`src/rtl/conv2d_mac_array.sv`:
```
// Convolves one KxK window with its weights through U parallel MAC lanes; result is shifted, then saturated.
// Latency ceil(K*K/U) cycles from accept; the result holds in OUT until out_ready, and in_ready stays low while busy.
module conv2d_mac_array #(
    parameter int DW     = 8,
    parameter int K      = 3,
    parameter int U      = 1,
    parameter int ACC_W  = 20,
    parameter int OUT_W  = 16,
    parameter int SIGNED = 0
) (
    input  logic                  clk,
    input  logic                  rst,
    input  logic                  in_valid,
    output logic                  in_ready,
    input  logic [K*K*DW-1:0]     win,
    input  logic [K*K*DW-1:0]     ker,
    input  logic [4:0]            shift,
    output logic [OUT_W-1:0]      out,
    output logic                  out_valid,
    input  logic                  out_ready,
    output logic                  busy
);
    localparam int TAPS = K * K;
    localparam int IW   = $clog2(TAPS + U);
    localparam int NT   = 2 ** IW;

    typedef enum logic [1:0] {S_IDLE, S_COMPUTE, S_OUT} state_t;

    state_t               state, state_nxt;
    logic [K*K*DW-1:0]    win_r, ker_r;
    logic [4:0]           shift_r;
    logic [ACC_W-1:0]     acc, grp, full, shifted;
    logic [OUT_W-1:0]     sat;
    logic [IW-1:0]        idx;
    logic [DW-1:0]        win_t [NT];
    logic [DW-1:0]        ker_t [NT];
    logic                 accept, last;

    function automatic logic [ACC_W-1:0] ext(input logic [DW-1:0] v);
        return (SIGNED != 0) ? {{(ACC_W-DW){v[DW-1]}}, v} : {{(ACC_W-DW){1'b0}}, v};
    endfunction

    // Taps past the end of the window read as zero, so a partial last group needs no masking.
    for (genvar g = 0; g < NT; g++) begin : g_tap
        if (g < TAPS) begin : g_live
            assign win_t[g] = win_r[g*DW +: DW];
            assign ker_t[g] = ker_r[g*DW +: DW];
        end else begin : g_pad
            assign win_t[g] = '0;
            assign ker_t[g] = '0;
        end
    end

    assign accept = in_valid && in_ready;
    assign last   = (idx + IW'(U)) >= IW'(TAPS);

    always_comb begin
        grp = '0;
        for (int j = 0; j < U; j++)
            grp = grp + ext(win_t[idx + IW'(j)]) * ext(ker_t[idx + IW'(j)]);
    end

    assign full = acc + grp;

    always_comb begin
        shifted = '0;
        if (SIGNED != 0)
            shifted = $signed(full) >>> shift_r;
        else
            shifted = full >> shift_r;
    end

    // In range when every bit above the result's sign (or MSB) position agrees.
    always_comb begin
        sat = shifted[OUT_W-1:0];
        if (SIGNED != 0) begin
            if (!(&shifted[ACC_W-1:OUT_W-1]) && (|shifted[ACC_W-1:OUT_W-1]))
                sat = shifted[ACC_W-1] ? {1'b1, {(OUT_W-1){1'b0}}} : {1'b0, {(OUT_W-1){1'b1}}};
        end else begin
            if (|shifted[ACC_W-1:OUT_W])
                sat = '1;
        end
    end

    always_ff @(posedge clk) begin
        if (rst) state <= S_IDLE;
        else     state <= state_nxt;
    end

    always_comb begin
        state_nxt = state;
        case (state)
            S_IDLE:    if (accept) state_nxt = S_COMPUTE;
            S_COMPUTE: if (last)   state_nxt = S_OUT;
            S_OUT:     if (out_ready) state_nxt = in_valid ? S_COMPUTE : S_IDLE;
            default:   state_nxt = S_IDLE;
        endcase
    end

    always_comb begin
        in_ready = !rst && (state == S_IDLE || (state == S_OUT && out_ready));
        busy     = (state == S_COMPUTE);
    end

    always_ff @(posedge clk) begin
        if (rst) begin
            win_r     <= '0;
            ker_r     <= '0;
            shift_r   <= '0;
            acc       <= '0;
            idx       <= '0;
            out       <= '0;
            out_valid <= 1'b0;
        end else begin
            if (state == S_OUT && out_ready)
                out_valid <= 1'b0;
            if (accept) begin
                win_r   <= win;
                ker_r   <= ker;
                shift_r <= shift;
                acc     <= '0;
                idx     <= '0;
            end else if (state == S_COMPUTE) begin
                if (last) begin
                    out       <= sat;
                    out_valid <= 1'b1;
                end else begin
                    acc <= full;
                    idx <= idx + IW'(U);
                end
            end
        end
    end
endmodule

```
`config.mk`:
```
export PLATFORM = sky130hd
export DESIGN_NAME = conv2d_mac_array
export DESIGN_NICKNAME = d
export VERILOG_FILES = /design/src/rtl/conv2d_mac_array.sv
export SDC_FILE = /design/constraint.sdc
export NUM_CORES = 1
export LEC_CHECK = 0
export CORE_MARGIN = 8
export CORE_UTILIZATION = 47
export DETAILED_ROUTE_END_ITERATION = 6
export PLACE_DENSITY = 0.7
export SETUP_SLACK_MARGIN = 0.05
export SYNTH_ARGS = -nofsm -noshare
export SYNTH_HDL_FRONTEND = slang
export SYNTH_SLANG_ARGS = --single-unit
```
`constraint.sdc`:
```
create_clock -name clk -period 6.8 [get_ports clk]
set_input_delay 1.36 -clock clk [delete_from_list [all_inputs] [get_ports clk]]
set_output_delay 1.36 -clock clk [all_outputs]
set_load 0.01 [all_outputs]
```
Word level (Yosys, flattened, before mapping)
Cells that the tools add are included.
{"block": "op_classes", "add_sub_neg": 2, "multipliers": 1, "div_mod_pow": 0, "order_cmp": 2, "n_eq_ne": 5, "shifts": 1, "muxes": 16, "bitwise": 3, "n_reduce_logical": 11}
{"cell": "8-bit binary-select mux with 4-bit select", "count": 2}
{"cell": "8-bit two-way mux", "count": 4}
{"cell": "20-bit by 16-bit adder with 20-bit output", "count": 1}
{"cell": "20-bit by 5-bit >> shifter with 20-bit output", "count": 1}
{"cell": "8-bit by 8-bit multiplier with 16-bit output", "count": 1}
{"cell": "16-bit two-way mux", "count": 1}
{"cell": "2-bit two-way mux", "count": 3}
{"cell": "2-bit case mux with 3 select lines", "count": 1}
{"cell": "3-bit AND reduction", "count": 2}
{"cell": "5-bit greater-or-equal comparator, second input constant", "count": 1}
{"cell": "1-bit two-way mux", "count": 5}
{"cell": "4-bit inverter with 5-bit output", "count": 1}
{"cell": "4-bit by 1-bit adder with 4-bit output, second input constant", "count": 1}
{"cell": "4-bit greater-or-equal comparator, second input constant", "count": 1}
{"cell": "2-bit != test, second input constant", "count": 2}
{"cell": "4-bit OR reduction", "count": 1}
{"cell": "1-bit logical AND", "count": 3}
{"cell": "2-bit by 1-bit equality test with 1-bit output, second input constant", "count": 1}
{"cell": "2-bit equality test, second input constant", "count": 1}
{"cell": "2-bit logical NOT", "count": 1}
{"cell": "2-bit by 1-bit != test with 1-bit output, second input constant", "count": 1}
{"cell": "1-bit inverter", "count": 2}
{"cell": "2-bit AND reduction", "count": 1}
{"cell": "2-bit OR reduction", "count": 1}
{"cell": "2 further kinds", "count": 2}
{"block": "totals", "regBits": 192, "latch_bits": 0, "ram_bits": 0, "romBits": 0, "output_inout_bits": 19, "memories": 0}

Longest topological paths before layout
Gate-level depths: netlist (run 1).
{"block": "logic_depth", "depth_word": 9, "mapped_depth": 25, "ltp_nobuf": 22}

Worst setup path after synthesis (run 1)
OpenSTA, ideal clock, no wires.
{"block": "synth_path", "path_kind": "reg2reg", "from": "register idx[0]", "to": "register out[4]", "setup_ns": 0.122, "arrival_ns": 6.077, "required_time_ns": 6.678, "path_slack_ns": 0.602, "stages_incl_launch_ff": 24, "n_path_buf": 3, "synth_period_minus_slack_ns": 6.198, "path_cell_list": "dfxtp_1 buf_2 buf_2 mux4_2 mux2i_1 nor2_1 a21oi_1 nor2_1 fa_1 fa_1 fa_1 inv_1 fa_1 inv_1 ha_1 buf_2 a21oi_2 a21bo_2 and2_4 xor2_1 mux4_2 mux2_2 o21ai_1 a21oi_1"}
{"block": "synth_between", "elab_chain_len": 9, "elab_cells_between_ends": 15}
{"element": "from (decl)", "line": "34", "rtl": "logic [IW-1:0] idx;"}
{"element": "from (signal assigned)", "line": "129", "rtl": "idx <= idx + IW'(U);"}
{"element": "4-bit inverter with 5-bit output (not written as such)", "line": "60", "rtl": "grp = grp + ext(win_t[idx + IW'(j)]) * ext(ker_t[idx + IW'(j)]);"}
{"element": "8-bit binary-select mux with 4-bit select", "line": "60"}
{"element": "8-bit two-way mux (not written as such) (2 in series)", "line": "60"}
{"element": "8-bit by 8-bit multiplier with 16-bit output", "line": "60"}
{"element": "20-bit by 16-bit adder with 20-bit output", "line": "63", "rtl": "assign full = acc + grp;"}
{"element": "20-bit by 5-bit >> shifter with 20-bit output", "line": "70", "rtl": "shifted = full >> shift_r;"}
{"element": "4-bit OR reduction", "line": "80", "rtl": "if (|shifted[ACC_W-1:OUT_W])"}
{"element": "16-bit two-way mux", "line": "80"}
{"element": "to (signal assigned)", "line": "125", "rtl": "out <= sat;"}
{"element": "to (decl)", "line": "18", "rtl": "output logic [OUT_W-1:0] out,"}
Several ways; a longest one is shown, not always the timed one. The select of a mux whose other input is x is not followed.
A chain may end at the register's enable or synchronous reset.

Worst setup path in the final report (run 1)
{"block": "layout_path", "from": "register idx[0]", "to": "register out[12]"}
The elaborated chain is that of the path after synthesis.

==> results of run 1 <==
## worst max-delay path, cell delays in order, from the launching register on
cell and delay (ps):
dfxtp_2 360, buf_12 240, mux4_2 560, mux2i_1 150, nor2_1 60, a21oi_1 200
buf_4 190, nor2_1 60, fa_1 510, fa_1 520, fa_1 490, inv_1 50
fa_1 530, inv_1 40, ha_1 360, a21oi_1 260, o21ai_2 180, a2111o_1 420
o211ai_2 100, o22ai_2 100, a21oi_2 260, a31oi_2 230, o31a_1 390
## worst min-delay path by stage
stage	from	to	cells after the start
finish	acc[13]$_SDFFE_PP0P_	acc[13]$_SDFFE_PP0P_	2
global route	acc[9]$_SDFFE_PP0P_	acc[9]$_SDFFE_PP0P_	2
CTS	acc[13]$_SDFFE_PP0P_	acc[13]$_SDFFE_PP0P_	2
detailed placement	acc[13]$_SDFFE_PP0P_	acc[13]$_SDFFE_PP0P_	2
global placement	acc[2]$_SDFFE_PP0P_	acc[2]$_SDFFE_PP0P_	2
floorplan	acc[13]$_SDFFE_PP0P_	acc[13]$_SDFFE_PP0P_	2
## cell type report
| cell class | instances | share of cell area (%) |
|---|---|---|
| Multi-Input combinational cell | 1087 | 50.7 |
| Tap cell | 335 | 2.78 |
| Timing Repair Buffer | 215 | 13.8 |
| Inverter | 113 | 2.81 |
| Clock buffer | 17 | 2.82 |
| Clock inverter | 15 | 1.62 |
| Sequential cell | 192 | 25.5 |
## sequential cells by signal (all words and copies together), names as in the netlist
register and flops:
state 2, acc 20, ker_r 72, win_r 72
out 16, shift_r 5, out_valid 1, idx 4
## per-stage QoR
stage | hold WS (ps) | cells | util (%) | total power (µW) | setup slack, ps
finish | 462 | 1974 | 58.4 | 3130 | 438
global route | 482 | 1974 | 58.4 | 3270 | 64.1
CTS | 464 | 1974 | 58.3 | 3140 | 379
detailed placement | 450 | 1942 | 55.7 | 1990 | 381
global placement | 444 | 1942 | 55.7 | 1990 | 502
floorplan | 436 | 1487 | - | 1710 | 602
## metal layers
metal / wire length (µm) / track usage, %
met5: 0 / 0
met4: 724 / 6.46
met3: 2350 / 4.79
met2: 16600 / 37.4
met1: 15900 / 30.2
## power by group
part	internal (µW)	total (µW)	switching, µW	leakage, µW
clock network	537	1150	609	0.000324
registers	1200	1260	54.9	0.00158
logic	340	726	387	0.00396
total	2080	3130	1050	0.00586
## cells by family after synthesis
logic type	share of synthesized area, %
and+or+nand+nor	22.3
AOI/OAI and AO/OA	16.9
buffers and inverters	6.63
DFF	31.3
adders and majority gates	12.5
muxes	8.90
xor gates and xnor gates	1.42
## layout by cell type (no fill, tap or decap), types with 12 or more instances in the layout
| master | n |
|---|---|
| clkdlybuf4s50_1 | 170 |
| buf_4 | 42 |
| or2_2 | 12 |
| nand2b_1 | 156 |
| mux4_2 | 38 |
| nand2_1 | 236 |
| nand3_1 | 13 |
| nor2_1 | 116 |
| clkbuf_16 | 17 |
| a21oi_1 | 60 |
| mux2i_1 | 18 |
| dfxtp_1 | 190 |
| ha_1 | 43 |
| inv_1 | 112 |
| o21ai_0 | 159 |
| fa_1 | 50 |
==> results.ini, run 1 <==
[timing]
hold_viol_final = 0
tightest_slew_ps = 1090
rsz0062_at_grt = no
fin_skew_ps = 20.8
timing.setup.tns_ps = 0
layout_worst_path_cycle_share_pct = 93.6
finalSetupViolCount = 0
maxSlewViolCount = 0
max-slew-margin-rel_pct = 27.1
period_minus_slack_ps = 6360
fmax_mhz = 157

[die]
start_util_pct = 47.5
dieArea_um2 = 31500
io_pins = 172
row_count = 59
die_x_um = 178
die_h_um = 178
core_um2 = 25800

[drt]
vias = 10800
first_pass_iters = 5
drt_iter0_drc = 891
drc = 0
vias_per_cell = 5.45
drt_wl_total_um = 35500
postRouteAntennaNets = 0
wl_per_cell_um = 18.0

[worst_setup_path]
cp_data_arrival_time_ps = 6710
reg2reg_slack_ps = 440
rr_endpoint = out[12]$_SDFFE_PP0P_
cp_max_fo = 27
reg2reg_depth = 22
end_kind = flip-flop
start_kind = flip-flop
crit_required_ps = 7150
crit_type = flip-flop to flip-flop
cp-endpoint = out[12]$_SDFFE_PP0P_
cp-startpoint = idx[0]$_SDFFE_PP0P_
r2r-start = idx[0]$_SDFFE_PP0P_

[job]
max_cap_violations = 0

[yosys]
synth-seq-cells = 192
synth_top_area_cell = dfxtp_1
synth_area_per_cell_um2 = 8.25
async_reset_ff_share_pct = 0
ys_top_cells_by_count = nand2_1, dfxtp_1, o21ai_0
yosysSeqAreaShare_pct = 31.3
synth_cells = 1487
synth_most_common_cell = nand2_1
synthTopCellsByArea = dfxtp_1, fa_1, nand2b_1, nand2_1, mux4_2
synth-edff-count = 0
netlist_area_um2 = 12300
yosys_warnings = 0
yosysUniqueCellTypes = 76
synth_top_area_share_pct = 31.3
syn_nets = 1733
yosys_most_used_dff = dfxtp_1

[global_routing]
grt_usage_pct = 22.9
grt-ovfl-total = 0
antenna_found_initial = 0
grt_pass1_vias = 11100
grt_max_degree = 181
grt_pass1_wl_um = 58100

[clock_network]
clkLatencyLatePin_ps = 460
h-tree-depth = 4
cts_tree = yes
hold_buffers = 0
root_buffer = clkbuf_16
cts-buffers-inserted = 17
post_cts_resized = 0
clk_pin_slew_ps = 90
clockBufferDepth = 2
clock_sinks = 192
cts_setup_buffers = 0

[placed_design]
gp_congestion = 0.930
dp_hpwl_um = 26300
place_area_um2 = 14400
port_buffers = 171

[finish]
fillCellCount = 2317
drive_gt1_share_pct = 10.2
syn2layout_area_growth_pct = 22.9
final_area_um2 = 15100
multi_input_area_um2 = 7650
n_antenna_cell = 0
ff_latch_area_um2 = 3850
fin_nets = 1872

[pwr]
ir_worst_vdd_mv = 0.166
p_leak_uw = 0.00586
power_density_nw_per_um2 = 207

[status]
status = completed

[worst_hold_path]
hp-class = flip-flop to flip-flop

Power figures use the tool's default switching activity.
==> inputs of run 2 (changes only) <==
--- a/config.mk
+++ b/config.mk
@@ -8,6 +8,7 @@
 export CORE_MARGIN = 8
 export CORE_UTILIZATION = 47
 export DETAILED_ROUTE_END_ITERATION = 6
+export GPL_ROUTABILITY_DRIVEN = 1
 export PLACE_DENSITY = 0.7
 export SETUP_SLACK_MARGIN = 0.05
 export SYNTH_ARGS = -nofsm -noshare
==> results of run 2 <==
Final layout, timing and power as in run 1 (identical DEF).
